**config.mk**
```make
export PLATFORM = sky130hd
export DESIGN_NAME = ks_prefix_post
export DESIGN_NICKNAME = d
export VERILOG_FILES = /design/src/rtl/ks_pkg.sv /design/src/rtl/ks_black_cell.sv /design/src/rtl/ks_prefix_post.sv
export SDC_FILE = /design/constraint.sdc
export NUM_CORES = 1
export LEC_CHECK = 0
export CAP_MARGIN = 10
export CORE_ASPECT_RATIO = 0.5
export CORE_MARGIN = 5
export CORE_UTILIZATION = 50
export CTS_BUF_LIST = sky130_fd_sc_hd__clkbuf_4
export CTS_CLUSTER_DIAMETER = 120
export DETAILED_ROUTE_END_ITERATION = 6
export PLACE_DENSITY = 0.68
export SLEW_MARGIN = 20
export SYNTH_ARGS = -nofsm -noshare
export SYNTH_HDL_FRONTEND = slang
export SYNTH_SLANG_ARGS = --single-unit
```
**constraint.sdc**
```tcl
create_clock -name clk -period 1.89 [get_ports clk]
set_clock_uncertainty 0.15 [all_clocks]
set_input_delay 0.189 -clock clk [delete_from_list [all_inputs] [get_ports clk]]
set_output_delay 0.189 -clock clk [all_outputs]
set_load 0.005 [all_outputs]
```
**src/rtl/ks_pkg.sv**
```systemverilog
// ks_pkg: definitions shared by the Kogge-Stone adder family.
//   ks_clog2      - constant ceil(log2(v)), usable in parameter expressions
//   ks_stages     - number of prefix levels for a given operand width
//   ks_gp_t       - one (generate, propagate) pair
//   ks_prefix_op  - the associative prefix operator; shared with any
//                   Brent-Kung / Sklansky variant built on the same cells
package ks_pkg;

  localparam int unsigned KS_DEFAULT_WIDTH = 16;

  typedef struct packed {
    logic g;
    logic p;
  } ks_gp_t;

  function automatic int unsigned ks_clog2(input int unsigned v);
    int unsigned r;
    r = 0;
    for (int unsigned i = 0; i < 32; i++) begin
      if ((32'd1 << i) < v) r = i + 1;
    end
    return r;
  endfunction

  function automatic int unsigned ks_stages(input int unsigned width);
    return ks_clog2(width);
  endfunction

  // hi is the more significant group, lo the adjacent lower group.
  function automatic ks_gp_t ks_prefix_op(input ks_gp_t hi, input ks_gp_t lo);
    ks_gp_t r;
    r.g = hi.g | (hi.p & lo.g);
    r.p = hi.p & lo.p;
    return r;
  endfunction

endpackage

```
**src/rtl/ks_black_cell.sv**
```systemverilog
// ks_black_cell: combinational prefix ("black") cell.
//   g_hi, p_hi : group generate/propagate of the upper span
//   g_lo, p_lo : group generate/propagate of the adjacent lower span
//   g_out      : g_hi | (p_hi & g_lo)
//   p_out      : p_hi & p_lo
module ks_black_cell
  import ks_pkg::*;
(
  input  logic g_hi,
  input  logic p_hi,
  input  logic g_lo,
  input  logic p_lo,
  output logic g_out,
  output logic p_out
);

  ks_gp_t hi;
  ks_gp_t lo;
  ks_gp_t res;

  always_comb begin
    hi    = '{g: g_hi, p: p_hi};
    lo    = '{g: g_lo, p: p_lo};
    res   = ks_prefix_op(hi, lo);
    g_out = res.g;
    p_out = res.p;
  end

endmodule

```
**src/rtl/ks_prefix_post.sv**
```systemverilog
// ks_prefix_post: pipelined Kogge-Stone back end. Takes per-bit p/g vectors
// and a carry-in, runs the log2(WIDTH)-level prefix tree with one register
// per level, then registers sum and carry-out. Latency STAGES+1 cycles.
// Flow control is a global stall: every slot loads only when the output
// slot is empty or being consumed.
//   clk, rst_n            : clock, asynchronous active-low reset
//   p_in, g_in, cin       : propagate, generate, carry into bit 0
//   in_valid / in_ready   : input handshake (in_ready = advance)
//   sum, cout             : result, carry out of bit WIDTH-1
//   out_valid / out_ready : output handshake
module ks_prefix_post
  import ks_pkg::*;
#(
  parameter int unsigned WIDTH = KS_DEFAULT_WIDTH
) (
  input  logic             clk,
  input  logic             rst_n,
  input  logic [WIDTH-1:0] p_in,
  input  logic [WIDTH-1:0] g_in,
  input  logic             cin,
  input  logic             in_valid,
  output logic             in_ready,
  output logic [WIDTH-1:0] sum,
  output logic             cout,
  output logic             out_valid,
  input  logic             out_ready
);

  localparam int unsigned STAGES = ks_stages(WIDTH);

  logic advance;

  // Entry vectors with the carry-in folded into bit 0.
  logic [WIDTH-1:0] g_ent;
  logic [WIDTH-1:0] p_ent;

  // Combinational output of each prefix level.
  logic [STAGES-1:0][WIDTH-1:0] g_lvl;
  logic [STAGES-1:0][WIDTH-1:0] p_lvl;

  // Per-level slot registers.
  logic [STAGES-1:0][WIDTH-1:0] g_q, g_d;
  logic [STAGES-1:0][WIDTH-1:0] p_q, p_d;
  logic [STAGES-1:0][WIDTH-1:0] praw_q, praw_d;  // original p_in delay line
  logic [STAGES-1:0]            cin_q, cin_d;    // original cin delay line
  logic [STAGES-1:0]            vld_q, vld_d;

  // Sum-stage slot.
  logic [WIDTH-1:0] sum_q, sum_d;
  logic             cout_q, cout_d;
  logic             ovld_q, ovld_d;

  always_comb begin
    g_ent    = g_in;
    p_ent    = p_in;
    g_ent[0] = g_in[0] | (p_in[0] & cin);
  end

  for (genvar k = 0; k < int'(STAGES); k++) begin : g_level
    localparam int D = 1 << k;
    logic [WIDTH-1:0] g_src;
    logic [WIDTH-1:0] p_src;

    if (k == 0) begin : g_src_entry
      assign g_src = g_ent;
      assign p_src = p_ent;
    end else begin : g_src_prev
      assign g_src = g_q[k-1];
      assign p_src = p_q[k-1];
    end

    for (genvar i = 0; i < int'(WIDTH); i++) begin : g_bit
      if (i >= D) begin : g_cell
        ks_black_cell u_cell (
          .g_hi  (g_src[i]),
          .p_hi  (p_src[i]),
          .g_lo  (g_src[i-D]),
          .p_lo  (p_src[i-D]),
          .g_out (g_lvl[k][i]),
          .p_out (p_lvl[k][i])
        );
      end else begin : g_pass
        assign g_lvl[k][i] = g_src[i];
        assign p_lvl[k][i] = p_src[i];
      end
    end
  end

  always_comb begin
    advance = !ovld_q | out_ready;

    g_d    = g_q;
    p_d    = p_q;
    praw_d = praw_q;
    cin_d  = cin_q;
    vld_d  = vld_q;
    sum_d  = sum_q;
    cout_d = cout_q;
    ovld_d = ovld_q;

    if (advance) begin
      g_d = g_lvl;
      p_d = p_lvl;

      praw_d[0] = p_in;
      cin_d[0]  = cin;
      vld_d[0]  = in_valid;
      for (int unsigned k = 1; k < STAGES; k++) begin
        praw_d[k] = praw_q[k-1];
        cin_d[k]  = cin_q[k-1];
        vld_d[k]  = vld_q[k-1];
      end

      // Carry into bit i is the final group generate of bits [i-1:0];
      // bit 0 takes the raw carry-in.
      sum_d  = praw_q[STAGES-1] ^ {g_q[STAGES-1][WIDTH-2:0], cin_q[STAGES-1]};
      cout_d = g_q[STAGES-1][WIDTH-1];
      ovld_d = vld_q[STAGES-1];
    end
  end

  always_ff @(posedge clk or negedge rst_n) begin
    if (!rst_n) begin
      g_q    <= '0;
      p_q    <= '0;
      praw_q <= '0;
      cin_q  <= '0;
      vld_q  <= '0;
      sum_q  <= '0;
      cout_q <= 1'b0;
      ovld_q <= 1'b0;
    end else begin
      g_q    <= g_d;
      p_q    <= p_d;
      praw_q <= praw_d;
      cin_q  <= cin_d;
      vld_q  <= vld_d;
      sum_q  <= sum_d;
      cout_q <= cout_d;
      ovld_q <= ovld_d;
    end
  end

  assign in_ready  = advance;
  assign sum       = sum_q;
  assign cout      = cout_q;
  assign out_valid = ovld_q;

endmodule
```
==> results of run 1 <==
## placed cells by master, fill, tap and decap left out
master / n
buf_12: 10
nand2_1: 389
diode_2: 1
nor2b_4: 1
clkinvlp_4: 2
xnor2_1: 16
dlymetal6s2s_1: 1
o21ai_0: 67
clkbuf_4: 19
buf_4: 17
a21oi_1: 50
bufinv_16: 2
inv_1: 1
dlygate4sd3_1: 3
nand2b_1: 1
clkinv_1: 2
inv_6: 4
dfrtp_1: 188
clkinv_4: 2
inv_4: 1
nand3_1: 34
nor2_1: 1
clkdlybuf4s15_1: 1
mux2i_1: 1
buf_6: 1
clkdlybuf4s50_1: 52
clkinv_2: 1
## where the power goes
part / internal (mW) / switching [mW] / leakage, nW / total, mW
Clock: 0.825 / 1.35 / 0.149 / 2.17
Combinational: 1.63 / 1.92 / 1.73 / 3.55
Sequential: 5.59 / 1.10 / 2.30 / 6.69
Total: 8.05 / 4.37 / 4.18 / 12.4
## area by class of cell
type	count	area, sq um	share of cell area (%)
flip-flops and latches	188	4700	55.0
multi-input cells	560	2390	28.0
repair buffers	85	912	10.7
well taps	198	248	2.90
clock buffers	19	143	1.67
clock inverters	13	140	1.64
inverters	2	10.0	0.117
diodes	1	2.50	0.0293
## registers in the layout (all words and copies together) (netlist names)
register	flops
sum	16
cin_q	4
praw_q	61
g_q	16
out_valid	1
g_level.p_src	37
cout	1
g_level.g_src	48
vld_q	4
## synthesized netlist by cell type
cell type / instances / area share [%]
nor2b_2: 1 / 0.12
o21ai_0: 67 / 4.5
buf_4: 2 / 0.20
nand2_1: 389 / 20
inv_1: 1 / 0.051
buf_6: 14 / 2.1
buf_2: 15 / 1.0
inv_4: 1 / 0.085
mux2i_1: 1 / 0.14
dfrtp_1: 188 / 64
clkbuf_1: 10 / 0.51
nand2b_1: 1 / 0.085
a21oi_1: 50 / 3.4
nor2_1: 1 / 0.051
nand3_1: 34 / 2.3
xnor2_1: 16 / 1.9
## logic make-up (layout without fill, tap and decap cells)
kind of cell / count (synthesis) / count (layout)
xor gates and xnor gates: 16 / 16
other: 0 / 1
AOI/OAI and AO/OA: 117 / 117
DFF: 188 / 188
muxes: 1 / 1
and+or+nand+nor: 426 / 426
buffers and inverters: 43 / 119
## metrics by stage
stage	cell area, sq um	worst slack [ps]	utilization (%)	hold WS, ps	cells
floorplan	7380	498	-	-257	791
global placement	8180	52.6	56.6	30.2	1025
detailed placement	8180	41.4	56.6	38.0	1025
CTS	8520	10.6	58.9	34.1	1062
global route	8550	1.99	59.1	47.8	1065
finish	8550	95.5	59.1	66.9	1066
## worst max-delay path by stage
| stage | end | cells after the start | slack (ps) |
|---|---|---|---|
| 2_1_floorplan | cin_q[0] | 7 | 500 |
| 3_3_place_gp | in_ready | 4 | 50 |
| 3_5_place_dp | g_level[3].g_src[6] | 5 | 40 |
| 4_1_cts | in_ready | 3 | 10 |
| 5_1_grt | sum[3] | 1 | 2 |
| 6_report | sum[5] | 1 | 100 |
## repair_timing
item | 4_1_cts | 5_1_grt
endpoints found under the hold margin | 189 | 0
hold buffers | 4 | 0
setup endpoints to repair | 1 | 2
buffers inserted | 1 | 3
gates resized for setup | 1 | 2
## routing by layer
| layer | track usage, % | share of wire, % |
|---|---|---|
| met1 | 29.6 | 51 |
| met2 | 28.8 | 43 |
| met3 | 3.13 | 4.2 |
| met4 | 6.43 | 1.3 |
| met5 | 0 | 0 |
==> impl_results.md, run 1 <==
* Rows at 31
* Hold EP: cin_q[0]
* Ports at 56
* Worst Hold Launch: cin
* CP required at 1550 ps
* Max Buffers Root-to-Sink at 2
* Iteration-0 DRC Markers at 477
* RR Endpoint: g_level[3].g_src[6]
* Gp weighted congestion at 0.820
* Critical path arrival at 1460 ps
* CP endpoint kind: output port
* Post-DP HPWL at 11,000 um
* Yosys cell types at 16
* Max-slew headroom at 42.6%
* Startpoint Class: flip-flop
* CP cell instances: clkdlybuf4s50_1
* Clk_lat worst skew at 560 ps
* Max IR drop VDD at 0.415 mV
* Fin. Hold Viols at 0
* Compound-Gate Fraction of Synth Area at 7.93%
* DRC viols at 0
* Flop2flop setup slack at 160 ps
* P_leak at 4.18 nW
* Number of global-route vias before repair at 5,197
* Mux share of post-synthesis cell area at 0.136%
* Pin count of the biggest net entering global routing at 87
* Crit path from: sum[5]
* Clock sinks at 188
* Routed Antenna Nets at 0
* Die H at 95.9 um
* Proportion of layout cells with a drive suffix above 1 at 6.92%
* Total track usage at 19.5%
* Routed WL per cell at 14.8 um
* Worst path top cell family by delay: buffers and inverters
* Gr ovfl total at 0
* H-tree level count at 4
* Area Growth Syn to Fin at 15.8%
* Vias at 5,347
* Largest family of logic cells by synthesized area: simple AND/OR/NAND/NOR gates
* R2R depth at 6
* Worst-path maximum fanout at 2
* CORE AREA at 0.0145 sq mm
* Mapped Nets at 828
* Outcome: finished, final reports clean
* Mean post-synth cell area at 9.34 sq um
* # setup viols final at 0
* I/O Buffers at 55
* CP bufs+invs at 1
* Max Cap Violations at 0
* Post-Synth XOR/XNOR Area at 1.90%
* Slowest cell delay on critical path at 520 ps
* Pre-antenna DRT Iters at 5
* Initial antenna violation count at 0
* Power Density at 1450 mW/mm^2
* Crit Path Class: flip-flop to output port
* Ys Warns at 0
* Simple-Gate Fraction of Synth Area at 22.3%
* Cells after synthesis at 791
* Crit path time final at 1790 ps
* Sequential fraction of the synthesis area at 63.7%
* Max-slew violation count at 0
* WHS Path Cells at 3
* Worst r2r src: out_valid
* Tightest Hold Check Type: input port to flip-flop
* Worst-margin pin slew at 858 ps
* CTS tree: done
* Initial Util at 51.0%
* Worst path slowest cell: clkdlybuf4s50_1
* #FFs+latches synth at 188
* Nets at 891
* Clk root buf: clkbuf_4
* Adder-Cell Fraction of Synth Area at 0%
* Clock-pin transition on the worst setup and hold timing paths at 150 ps
* FILL cells at 1,327
* Final worst path period share at 94.9%
* First-pass GRT wire length at 26,700 um
* Die Area at 0.0174 sq mm
* TritonCTS Buffers at 17
* Fin Setup TNS at 0 ps
* Routed vias/inst at 5.02
* Detailed Route WL at 15,700 um
* Max Freq at 557 MHz
* Unrepaired setup endpoints after global routing: false
* DIE WIDTH at 182 um
* Overall power at 12.4 mW
* Cell Area, Synth at 0.00738 sq mm
Note: power is estimated with default switching activity, not from simulation.
==> run 2: changes to the inputs <==
CORE_MARGIN = 8   (was 5)
==> impl_results.md, run 2 (synthesis gave the netlist of run 1 again) <==
* R2R depth at 5 (was 6)
* Slowest cell delay on critical path at 530 ps (was 520 ps)
* Final worst path period share at 96.7% (was 94.9%)
* Worst r2r src: out_valid (unchanged)
* Final Instance Area at 0.00851 sq mm (was 0.00855 sq mm)
* DIE WIDTH at 188 um (was 182 um)
* Die Area at 0.0192 sq mm (was 0.0174 sq mm)
* Crit path time final at 1830 ps (was 1790 ps)
* Flop2flop setup slack at 280 ps (was 160 ps)
* Critical path arrival at 1490 ps (was 1460 ps)
* Max-slew violation count at 0 (unchanged)
* Crit path from: sum[8] (was sum[5])
* Worst-path maximum fanout at 2 (unchanged)
* Max Cap Violations at 0 (unchanged)
* Placed Cells at 1,029 (was 1,025)
* CP bufs+invs at 1 (unchanged)
* RR Endpoint: g_level[1].g_src[10] (was g_level[3].g_src[6])
* # setup viols final at 0 (unchanged)
* Max reg flops at 61 (unchanged)
* CP required at 1550 ps (about the same)
* Power Density at 1440 mW/mm^2 (was 1450 mW/mm^2)
* Outcome: finished, final reports clean (unchanged)
* Nets at 893 (was 891)
* Clk_lat worst skew at 580 ps (was 560 ps)
* Area Growth Syn to Fin at 15.2% (was 15.8%)
* Gp weighted congestion at 0.857 (was 0.820)
* Max IR drop VDD at 0.443 mV (was 0.415 mV)
* Initial antenna violation count at 0 (unchanged)
* Routed vias/inst at 5.05 (was 5.02)
* Proportion of layout cells with a drive suffix above 1 at 7.25% (was 6.92%)
* Number of global-route vias before repair at 5,448 (was 5,197)
* CTS tree: done (unchanged)
* Clock sinks at 188 (unchanged)
* Placed Area at 0.00821 sq mm (was 0.00818 sq mm)
* Startpoint Class: flip-flop (unchanged)
* Diodes inserted at 0 (was 1)
* P_leak at 4.18 nW (about the same)
* Pin count of the biggest net entering global routing at 57 (was 87)
* Rows at 31 (unchanged)
* Worst-margin pin slew at 555 ps (was 858 ps)
* Vias at 5,389 (was 5,347)
* CORE AREA at 0.0145 sq mm (unchanged)
* Routed Antenna Nets at 0 (unchanged)
* DRC viols at 0 (unchanged)
* Commonest non-fill, non-tap cell in the layout: nand2_1 (unchanged)
* H-tree level count at 4 (unchanged)
* Final non-filler cell total at 1,067 (was 1,066)
* TritonCTS Buffers at 17 (unchanged)
* Iteration-0 DRC Markers at 378 (was 477)
* Detailed Route WL at 15,800 um (was 15,700 um)
* CP cell instances: clkdlybuf4s50_1 (unchanged)
* Pre-antenna DRT Iters at 5 (unchanged)
* Clock-pin transition on the worst setup and hold timing paths at 160 ps (was 150 ps)
* First-pass GRT wire length at 27,500 um (was 26,700 um)
* Clk root buf: clkbuf_4 (unchanged)
* Fin. Hold Viols at 0 (unchanged)
* Die H at 102 um (was 95.9 um)
* Most flop-heavy register: praw_q (unchanged)
* Max-slew headroom at 63.0% (was 42.6%)
* Gr ovfl total at 0 (unchanged)
* CP endpoint kind: output port (unchanged)
* Worst path slowest cell: clkdlybuf4s50_1 (unchanged)
* Total track usage at 17.9% (was 19.5%)
* Post-DP HPWL at 11,300 um (was 11,000 um)
* Tightest Hold Check Type: input port to async pin (was input port to flip-flop)
* Worst path top cell family by delay: buffers and inverters (unchanged)
* Crit Path Class: flip-flop to output port (unchanged)
* Most frequent cells in the layout: 389 x nand2_1, 188 x dfrtp_1, 67 x o21ai_0, 50 x a21oi_1, 50 x clkdlybuf4s50_1 (was 389 x nand2_1, 188 x dfrtp_1, 67 x o21ai_0, 52 x clkdlybuf4s50_1, 50 x a21oi_1)
* Ports at 56 (unchanged)
* Max Freq at 547 MHz (was 557 MHz)
* Routed WL per cell at 14.8 um (about the same)
* I/O Buffers at 55 (unchanged)
* Initial Util at 51.0% (unchanged)
* Max Buffers Root-to-Sink at 2 (unchanged)
==> run 2: through the flow <==
step           hold slack [ps]  setup WS [ps]  TNS [ps]  utilization, %  total power, mW
4_1_cts                   11.8           10.0         0            58.6             12.4
6_report                  25.2           63.0         0            58.8             12.3
3_5_place_dp             -63.4            110         0            56.8             10.4
5_1_grt                   17.3          -16.3     -16.3            58.8             13.3
2_1_floorplan             -257            498         0               -             8.84
3_3_place_gp             -61.4            135         0            56.8             10.3
==> run 2: how the worst max path moves through the flow <==
stage / depth (start not counted) / slack (ps) / end
4_1_cts: 3 / 10 / in_ready
5_1_grt: 1 / -20 / sum[8]
3_3_place_gp: 5 / 130 / sum[13]
2_1_floorplan: 7 / 500 / cin_q[0]
6_report: 1 / 60 / sum[8]
3_5_place_dp: 5 / 110 / sum[13]
==> run 2: area by class of cell <==
cell class / count / area, sq um
Sequential cell: 188 / 4700
Clock buffer: 17 / 128
Fill cell: 1258 / 5960
Clock inverter: 15 / 113
Tap cell: 198 / 248
Timing Repair Buffer: 87 / 913
Multi-Input combinational cell: 560 / 2390
Inverter: 2 / 10.0
==> run 2: repair_timing <==
| item | CTS | global route |
|---|---|---|
| endpoints found under the setup margin | 1 | 5 |
| endpoints found under the hold margin | 189 | 0 |
| gates resized for setup | 1 | 3 |
| hold buffers | 3 | 0 |
| buffers inserted | 0 | 3 |
==> run 2: metal layers <==
layer | GRT usage, % | vias to the layer above | wire length, um
li1 | - | 2655 | -
met1 | 25.9 | 2599 | 8240
met2 | 26.6 | 109 | 6680
met3 | 3.95 | 26 | 626
met4 | 6.14 | 0 | 264
met5 | 0 | - | 0
==> run 2: report_power, final <==
group | internal, mW | switching [mW] | leakage, nW
Sequential | 5.59 | 1.12 | 2.30
Clock | 0.536 | 1.41 | 0.121
Combinational | 1.68 | 1.94 | 1.75
==> run 3: changes to the inputs <==
CORE_UTILIZATION = 30   (was 50)
PLACE_DENSITY = 0.45   (was 0.68)
==> impl_results.md, run 3 (synthesis gave the netlist of run 1 again) <==
* # setup viols final at 0 (unchanged)
* Clk root buf: clkbuf_4 (unchanged)
* Hold slack at 54.8 ps (was 25.2 ps)
* Worst Setup Slack post-DPL at 54.9 ps (was 110 ps)
* Gr ovfl total at 0 (unchanged)
* Pin count of the biggest net entering global routing at 62 (was 57)
* Routed vias/inst at 4.28 (was 5.05)
* Gp weighted congestion at 0.732 (was 0.857)
* Gr busiest metal: met1 (was met2)
* Final Instance Area at 0.00877 sq mm (was 0.00851 sq mm)
* Power Density at 1450 mW/mm^2 (was 1440 mW/mm^2)
* Tightest Hold Check Type: input port to flip-flop (was input port to async pin)
* Final worst path period share at 94.4% (was 96.7%)
* Die H at 127 um (was 102 um)
* Max IR drop VDD at 0.467 mV (was 0.443 mV)
* CP cell instances: clkdlybuf4s50_1 (unchanged)
* Worst path slowest cell: clkdlybuf4s50_1 (unchanged)
* Die Area at 0.0302 sq mm (was 0.0192 sq mm)
* Slowest cell delay on critical path at 510 ps (was 530 ps)
* Max-slew violation count at 0 (unchanged)
* Worst-path maximum fanout at 2 (unchanged)
* CTS tree: done (unchanged)
* Nets at 894 (was 893)
* Clock sinks at 188 (unchanged)
* Fin. Hold Viols at 0 (unchanged)
* Outcome: finished, final reports clean (unchanged)
* Pre-antenna DRT Iters at 4 (was 5)
* Placed Area at 0.00828 sq mm (was 0.00821 sq mm)
* Worst r2r src: out_valid (unchanged)
* Post-DP HPWL at 11,900 um (was 11,300 um)
* Crit Path Class: flip-flop to output port (unchanged)
* Crit path time final at 1780 ps (was 1830 ps)
* Number of global-route vias before repair at 5,215 (was 5,448)
* DIE WIDTH at 238 um (was 188 um)
* Worst Hold Launch: p_in[0]
* Area Growth Syn to Fin at 18.7% (was 15.2%)
* Iteration-0 DRC Markers at 426 (was 378)
* Commonest non-fill, non-tap cell in the layout: nand2_1 (unchanged)
* Max Buffers Root-to-Sink at 2 (unchanged)
* Worst-margin pin slew at 567 ps (was 555 ps)
* CORE AREA at 0.0241 sq mm (was 0.0145 sq mm)
* Clock-pin transition on the worst setup and hold timing paths at 140 ps (was 160 ps)
* Most frequent cells in the layout: 389 x nand2_1, 188 x dfrtp_1, 67 x o21ai_0, 50 x a21oi_1, 36 x clkdlybuf4s50_1 (was 389 x nand2_1, 188 x dfrtp_1, 67 x o21ai_0, 50 x a21oi_1, 50 x clkdlybuf4s50_1)
* Proportion of layout cells with a drive suffix above 1 at 6.90% (was 7.25%)
* Most flop-heavy register: praw_q (unchanged)
* Initial Util at 30.7% (was 51.0%)
* Clk_lat worst skew at 580 ps (about the same)
* CP endpoint kind: output port (unchanged)
* Vias at 5,164 (was 5,389)
* TritonCTS Buffers at 17 (unchanged)
* Worst path top cell family by delay: buffers and inverters (unchanged)
* Total track usage at 12.0% (was 17.9%)
* Max Cap Violations at 0 (unchanged)
* Detailed Route WL at 17,300 um (was 15,800 um)
* Final worst slack at 106 ps (was 63.0 ps)
* CP required at 1550 ps (about the same)
* Grt met3 use at 3.33% (was 3.95%)
* Max-slew headroom at 62.2% (was 63.0%)
* Routed Antenna Nets at 0 (unchanged)
* Initial antenna violation count at 1 (was 0)
* Critical path arrival at 1440 ps (was 1490 ps)
* Routed WL per cell at 14.4 um (was 14.8 um)
* DRC viols at 0 (unchanged)
* CP bufs+invs at 1 (unchanged)
* I/O Buffers at 55 (unchanged)
* Rows at 40 (was 31)
* Unrepaired setup endpoints after global routing: false
* Startpoint Class: flip-flop (unchanged)
* Max reg flops at 61 (unchanged)
* P_leak at 4.36 nW (was 4.18 nW)
* Ports at 56 (unchanged)
* First-pass GRT wire length at 29,100 um (was 27,500 um)
* Max Freq at 561 MHz (was 547 MHz)
* Fin Setup TNS at 0 ps (unchanged)
* H-tree level count at 4 (unchanged)
* Crit path from: sum[7] (was sum[8])
* Met2 usage at 16.3% (was 26.6%)
* Met1 Use GR at 18.2% (was 25.9%)
[run 3: cell type report]
class	count	area [sq um]
tap	336	420
sequential	188	4700
inverter	2	10.0
clock inverter	14	176
clock buffer	17	128
fill	2525	15300
antenna	1	2.50
timing repair buffer	88	937
multi-input combinational	560	2390
[run 3: final timing paths]
kind	to	slack [ps]	depth (start not counted)
setup / recovery	sum[7]	110	1
setup reg to reg	g_q[55]	320	5
max in group asynchronous	sum[1]	440	4
hold reg to reg	vld_q[3]	330	2
hold / removal	g_level[1].p_src[0]	50	3
min in group asynchronous	praw_q[6]	470	3
[run 3: timing repair]
action,CTS,global route
setup buffers,1,13
setup endpoints to repair,2,18
hold buffers,4,0
pin swaps,0,0
gates cloned,0,0
hold endpoints to repair,190,0
gates resized for setup,3,18
[run 3: routing by layer]
| metal | share of wire (%) | routed length, um |
|---|---|---|
| met1 | 56 | 9630 |
| met2 | 40 | 6900 |
| met3 | 3.6 | 628 |
| met4 | 0.96 | 167 |
| met5 | 0 | 0 |
[run 3: where the power goes]
group          internal, mW  switching, mW  total (mW)
registers              5.59           1.11        6.70
logic                  1.67           1.97        3.64
clock network          1.02           1.38        2.40
[run 3: stage by stage]
stage | total power, mW | util (%) | std cells
6_report | 12.7 | 36.4 | 1206
5_1_grt | 13.8 | 36.4 | 1206
4_1_cts | 12.8 | 35.9 | 1192
3_5_place_dp | 10.4 | 34.4 | 1156
3_3_place_gp | 10.3 | 34.4 | 1156
2_1_floorplan | 8.84 | - | 791
